`src/rtl/aq_freq_meas_sched.sv`:
```
// aq_freq_meas_sched
// Round-robin scheduler that shares one frequency-counter engine among NUM_CH
// requesters. For each granted channel it selects the channel clock at the
// engine, clears the counter for CLR_CYC cycles, opens the count gate for
// exactly WINDOW cycles, then waits up to TIMEOUT cycles for the engine's
// (already synchronised) ENG_DONE and returns the count to the requester.
//
// Optional build macro: FREQ_AUTO_SCAN_EN adds the AUTO_EN input. While it is
// high, every channel counts as pending at arbitration time, so the block
// scans continuously. ACK is pulsed only for channels that really requested.
//
// Ports (all on ACLK, ARESETN asynchronous active-low):
//   REQ[NUM_CH]       per-channel request pulse
//   ACK[NUM_CH]       per-channel completion pulse
//   RESULT[32]        measured count (all ones on timeout)
//   RESULT_CH[CH_W]   channel the result belongs to
//   RESULT_ERR        result came from a timeout
//   RESULT_VALID      one-cycle result strobe
//   BUSY              a measurement is in progress
//   ENG_SEL[CH_W]     engine clock-mux select
//   ENG_CLR           engine counter clear
//   ENG_GATE          engine count enable
//   ENG_DONE          engine result-stable pulse
//   ENG_COUNT[32]     engine count, sampled with ENG_DONE
//   AUTO_EN           continuous scan enable (FREQ_AUTO_SCAN_EN builds only)
module aq_freq_meas_sched #(
  parameter int NUM_CH  = 4,
  parameter int CH_W    = 2,
  parameter int WINDOW  = 100000000,
  parameter int CLR_CYC = 4,
  parameter int TIMEOUT = 64
) (
  input  logic              ACLK,
  input  logic              ARESETN,
  input  logic [NUM_CH-1:0] REQ,
  output logic [NUM_CH-1:0] ACK,
  output logic [31:0]       RESULT,
  output logic [CH_W-1:0]   RESULT_CH,
  output logic              RESULT_ERR,
  output logic              RESULT_VALID,
  output logic              BUSY,
  output logic [CH_W-1:0]   ENG_SEL,
  output logic              ENG_CLR,
  output logic              ENG_GATE,
  input  logic              ENG_DONE,
  input  logic [31:0]       ENG_COUNT
`ifdef FREQ_AUTO_SCAN_EN
  ,
  input  logic              AUTO_EN
`endif
);

  // Counters load N-1 and run down to 0, so each only needs to hold N-1.
  localparam int GW = $clog2(WINDOW);
  localparam int TW = $clog2(TIMEOUT + 1);
  localparam int CW = $clog2(CLR_CYC + 1);

  typedef enum logic [2:0] {
    S_IDLE,
    S_CLEAR,
    S_GATE,
    S_WAIT,
    S_REPORT
  } state_t;

  state_t            state;
  logic [NUM_CH-1:0] pending;
  logic [CH_W-1:0]   rr_ptr;
  logic [CH_W-1:0]   cur_ch;
  logic [CW-1:0]     clr_cnt;
  logic [GW-1:0]     gate_cnt;
  logic [TW-1:0]     to_cnt;

  logic [NUM_CH-1:0] cand;
  logic [NUM_CH-1:0] cur_onehot;
  logic              win_found;
  logic [CH_W-1:0]   win_ch;

`ifdef FREQ_AUTO_SCAN_EN
  assign cand = pending | {NUM_CH{AUTO_EN}};
`else
  assign cand = pending;
`endif

  assign cur_onehot = {{(NUM_CH-1){1'b0}}, 1'b1} << cur_ch;
  assign BUSY       = (state != S_IDLE);

  function automatic logic [CH_W-1:0] wrap_idx(input int v);
    return CH_W'(v % NUM_CH);
  endfunction

  // Walk from the farthest candidate back to rr_ptr+1 so the closest
  // pending channel after rr_ptr is the one left standing.
  always_comb begin
    win_found = 1'b0;
    win_ch    = '0;
    for (int k = NUM_CH; k >= 1; k--) begin
      if (cand[wrap_idx(int'(rr_ptr) + k)]) begin
        win_found = 1'b1;
        win_ch    = wrap_idx(int'(rr_ptr) + k);
      end
    end
  end

  always_ff @(posedge ACLK or negedge ARESETN) begin
    if (!ARESETN) begin
      state        <= S_IDLE;
      pending      <= '0;
      rr_ptr       <= CH_W'(NUM_CH - 1);
      cur_ch       <= '0;
      clr_cnt      <= '0;
      gate_cnt     <= '0;
      to_cnt       <= '0;
      ACK          <= '0;
      RESULT       <= '0;
      RESULT_CH    <= '0;
      RESULT_ERR   <= 1'b0;
      RESULT_VALID <= 1'b0;
      ENG_SEL      <= '0;
      ENG_CLR      <= 1'b0;
      ENG_GATE     <= 1'b0;
    end else begin
      // A new REQ landing on the ACK cycle wins, re-queuing the channel.
      pending <= (pending & ~ACK) | REQ;

      case (state)
        S_IDLE: begin
          if (win_found) begin
            cur_ch  <= win_ch;
            ENG_SEL <= win_ch;
            ENG_CLR <= 1'b1;
            rr_ptr  <= win_ch;
            clr_cnt <= CW'(CLR_CYC - 1);
            state   <= S_CLEAR;
          end
        end

        S_CLEAR: begin
          if (clr_cnt == '0) begin
            ENG_CLR  <= 1'b0;
            ENG_GATE <= 1'b1;
            gate_cnt <= GW'(WINDOW - 1);
            state    <= S_GATE;
          end else begin
            clr_cnt <= clr_cnt - CW'(1);
          end
        end

        S_GATE: begin
          if (gate_cnt == '0) begin
            ENG_GATE <= 1'b0;
            to_cnt   <= TW'(TIMEOUT - 1);
            state    <= S_WAIT;
          end else begin
            gate_cnt <= gate_cnt - GW'(1);
          end
        end

        S_WAIT: begin
          // ENG_DONE is tested first so it beats a coincident timeout.
          if (ENG_DONE || to_cnt == '0) begin
            RESULT       <= ENG_DONE ? ENG_COUNT : 32'hFFFF_FFFF;
            RESULT_ERR   <= ~ENG_DONE;
            RESULT_CH    <= cur_ch;
            RESULT_VALID <= 1'b1;
            // Scan-only measurements have no requester to acknowledge.
            ACK          <= cur_onehot & pending;
            state        <= S_REPORT;
          end else begin
            to_cnt <= to_cnt - TW'(1);
          end
        end

        S_REPORT: begin
          RESULT_VALID <= 1'b0;
          ACK          <= '0;
          state        <= S_IDLE;
        end

        default: state <= S_IDLE;
      endcase
    end
  end

endmodule

```
`config.mk`:
```
export PLATFORM = sky130hd
export DESIGN_NAME = aq_freq_meas_sched
export DESIGN_NICKNAME = d
export VERILOG_FILES = /design/src/rtl/aq_freq_meas_sched.sv
export SDC_FILE = /design/constraint.sdc
export NUM_CORES = 1
export LEC_CHECK = 0
export BUFFER_PORTS_ARGS = -buffer_cell sky130_fd_sc_hd__buf_2
export CAP_MARGIN = 30
export CORE_MARGIN = 10
export CORE_UTILIZATION = 55
export DETAILED_ROUTE_END_ITERATION = 10
export PLACE_DENSITY = 0.81
export SLEW_MARGIN = 10
export SYNTH_ARGS = -nofsm -noshare
export SYNTH_HDL_FRONTEND = slang
export SYNTH_SLANG_ARGS = --single-unit
```
`constraint.sdc`:
```
create_clock -name ACLK -period 6.18 [get_ports ACLK]
set_clock_uncertainty 0.05 [all_clocks]
set_input_delay 1.236 -clock ACLK [delete_from_list [all_inputs] [get_ports ACLK]]
set_output_delay 1.236 -clock ACLK [all_outputs]
set_load 0.02 [all_outputs]
```
==> flow_metrics.py <==
metrics = {
    "setup_path": {
        "r2r.worst_path.cells": 5,
        "critPathArrivalTime_ns": 1.59,
        "crit_end": "BUSY",
        "worstPathCellList": "nor3_1, inv_1, buf_2",
        "crit_path_top_delay_cell": "dfrtp_1",
        "critical_path.startpoint_type": "flip-flop",
        "r2r_end": "gate_cnt[2]",
        "worst-path-max-fanout": 13,
        "crit_path_max_incr_delay_ns": 0.53,
        "path_class": "reg -> out",
        "r2r_slack_ns": 3.41,
        "crit_start": "state[0]",
        "crit_path_end_kind": "output pin",
        "critPathRequiredTime_ns": 4.89,
        "r2r-start": "gate_cnt[21]",
    },
    "route": {
        "drtAntennaViolNets": 0,
        "routed_wirelength_mm": 9.543,
        "drtIter0Drc": 155,
        "vias": 3298,
        "drcViolationCount": 0,
        "drtPass1Iterations": 6,
        "vias_per_cell": 5.837,
        "wl_per_cell_um": 16.89,
    },
    "sta": {
        "relSlewSlack_pct": 46.64,
        "hold_ws_ns": 0.4260,
        "slew_viol_final": 0,
        "hold_viol": 0,
        "rsz0062_at_grt": "no",
        "post-route-period-util_pct": 46.51,
        "fin_crit_ns": 2.874,
        "setup_slack_ns": 3.306,
        "worst_pin_slew_ns": 0.7985,
        "fmax_ghz": 0.3479,
        "setup_viol": 0,
        "finalSetupTns_ns": 0,
    },
    "yosys": {
        "netlist_area_um2": 4151,
        "synth_compound_area_share_pct": 18.05,
        "yosys-mux-area-fraction_pct": 1.778,
        "syn-num-nets": 430,
        "synth-adder-area-share_pct": 1.206,
        "synth_edf_count": 0,
        "synthArstFlopShare_pct": 100.0,
        "synth-xor-area-share_pct": 1.055,
        "syn_area_per_cell_um2": 10.73,
        "ys_ff_latch": 90,
        "syn_inst": 387,
        "yosys.area_share.simple_pct": 20.01,
        "synth_top_family_by_area": "simple AND/OR/NAND/NOR gates",
        "yosys-top-cells-count": "dfrtp_1, o22a_1, nand2_1, nor2_1",
        "ys_seq_area_share_pct": 54.31,
        "ys_warn_count": 0,
        "ys_types": 62,
        "synth-main-ff-cell": "dfrtp_1",
        "yosysMostFrequentCell": "dfrtp_1",
        "synth_top_area_share_pct": 53.04,
        "synth_area_leader_cell": "dfrtp_1",
        "synthTopCellsByArea": "dfrtp_1, o22a_1, nand2_1, nor2_1, nor3_1",
    },
    "global_routing": {
        "grt_max_degree": 49,
        "grt_pass1_vias": 3265,
        "grt_pass1_wl_mm": 15.95,
        "grt_use_total_pct": 16.97,
        "overflow": 0,
        "antenna_found_initial": 0,
    },
    "finish": {
        "multi_input_area_um2": 1750,
        "fin_area_um2": 4826,
        "num-fill-cells": 605,
        "fin_util_pct": 66.18,
        "area_delta_synth_final_pct": 16.24,
        "regArea_um2": 2255,
        "diodes": 0,
        "drive_gt1_share_pct": 26.39,
        "fin_cells": 565,
        "nets": 505,
    },
    "clock_network": {
        "clk_pin_slew_worst_paths_ns": 0.09,
        "htreeDepth": 3,
        "cts_max_path_buffers": 2,
        "postCtsSetupRepairBufs": 0,
        "cts_buffers": 9,
        "cts_tree": "yes",
        "clock-root-buffer": "clkbuf_8",
        "clk_latency_ns": 0.36,
        "cts_sinks": 90,
        "hold_buffers": 0,
        "cts-resized-gates": 0,
    },
    "power_and_ir_drop": {
        "finalPower_mw": 2.558,
        "p_int_mw": 1.505,
        "pwr_density_cell_nw_per_um2": 530.1,
        "p_leak_nw": 2.108,
        "p_seq_share_pct": 42.7,
        "vdd.ir_drop.worst_uv": 316.1,
        "p_switching_mw": 1.053,
        "p_sw_share_pct": 41.15,
        "p_comb_share_pct": 41.8,
        "clkPwrFrac_pct": 15.5,
    },
    "floorplan": {
        "coreArea_um2": 7292,
        "start_util_pct": 56.93,
        "die_area_um2": 11420,
        "io_pins": 84,
        "die_w_um": 106.9,
        "row_count": 31,
        "dieHeight_um": 106.9,
    },
    "place": {
        "hpwlAfterDp_mm": 6.796,
        "dpl.cell_count": 550,
        "gp_congestion": 0.8165,
        "postPlaceCellArea_um2": 4634,
        "pre_cts_slack_ns": 3.453,
        "io_buffers": 83,
    },
    "outcome": {
        "status": "finished, final reports clean",
    },
    "hold_path": {
        "min_path_type": "reg -> reg",
    },
    "run": {
        "cap_violations": 0,
    },
}
==> power by group through the flow <==
stage / registers [mW] / logic [mW] / clock network, mW
finish: 1.09 / 1.07 / 0.396
CTS: 1.09 / 1.08 / 0.402
global placement: 1.09 / 1.03 / 0
global route: 1.14 / 1.17 / 0.430
detailed placement: 1.10 / 1.08 / 0
floorplan: 1.21 / 0.612 / 0
==> kinds of logic (layout without fill, tap and decap cells) <==
| kind of cell | Yosys count | after routing |
|---|---|---|
| flops | 90 | 90 |
| fa+ha+maj | 4 | 4 |
| compound gates | 99 | 99 |
| buf+inv | 34 | 113 |
| simple gates | 148 | 148 |
| xor+xnor | 5 | 5 |
| mux | 7 | 7 |
==> per-layer routing <==
metal  wire length (um)  vias to the layer above  global-route usage (%)
li1                   -                     1600                       -
met1               4141                     1622                   21.01
met2               4745                       65                   27.48
met3                500                       11                   4.551
met4                155                        0                   7.060
met5                  0                        -                       0
==> flip-flops by register name, indices dropped and copies added (netlist names), 2 cells and up <==
register	flops
clr_cnt	3
ACK	4
state	3
cand	4
rr_ptr	2
to_cnt	7
cur_ch	2
gate_cnt	27
RESULT	32
RESULT_CH	2
==> layout make-up <==
class	instances	share of cell area [%]
Clock buffer	9	2.567
Clock inverter	6	1.400
Inverter	12	0.9334
Multi-Input combinational cell	263	36.27
Sequential cell	90	46.72
Tap cell	99	2.567
Timing Repair Buffer	86	9.541
==> worst max-delay path, delay by kind of cell, from the launching register on <==
| kind | cells | cell delay (ns) |
|---|---|---|
| AND/OR/NAND/NOR | 1 | 0.38 |
| buffers and inverters | 2 | 0.31 |
| flip-flops | 1 | 0.53 |
==> cell usage in the layout, fill, tap and decap left out, drive strengths merged, types with 3 or more instances in the layout <==
cell / netlist / layout
o31ai: 4 / 4
dfrtp: 88 / 88
mux2i: 4 / 4
ha: 4 / 4
or3: 13 / 13
or2: 3 / 3
xor2: 4 / 4
clkbuf: 16 / 9
buf: 6 / 86
o211ai: 4 / 4
nor3: 15 / 15
nor4: 10 / 10
a21oi: 7 / 7
and2: 3 / 3
nand2b: 3 / 3
nor2: 26 / 26
a2bb2oi: 3 / 3
nand2: 28 / 28
mux2: 3 / 3
and4: 6 / 6
nand3: 12 / 12
inv: 12 / 13
nand3b: 3 / 3
o22a: 32 / 32
and3: 3 / 3
or4: 13 / 13
o21a: 4 / 4
a211oi: 5 / 5
a21o: 7 / 7
o21ai: 15 / 15
nor3b: 3 / 3
==> worst min-delay path by stage <==
| stage | start | to | slack (ns) | depth (start not counted) |
|---|---|---|---|---|
| 4_1_cts | RESULT_VALID | RESULT_VALID | 0.43 | 1 |
| 2_1_floorplan | clr_cnt[0] | clr_cnt[0] | 0.39 | 1 |
| 3_3_place_gp | ENG_GATE | ENG_GATE | 0.41 | 2 |
| 5_1_grt | ENG_GATE | ENG_GATE | 0.45 | 2 |
| 3_5_place_dp | ACK[1] | cand[1] | 0.41 | 1 |
| 6_report | ENG_CLR | ENG_CLR | 0.43 | 2 |
(Power assumes the default switching activity.)
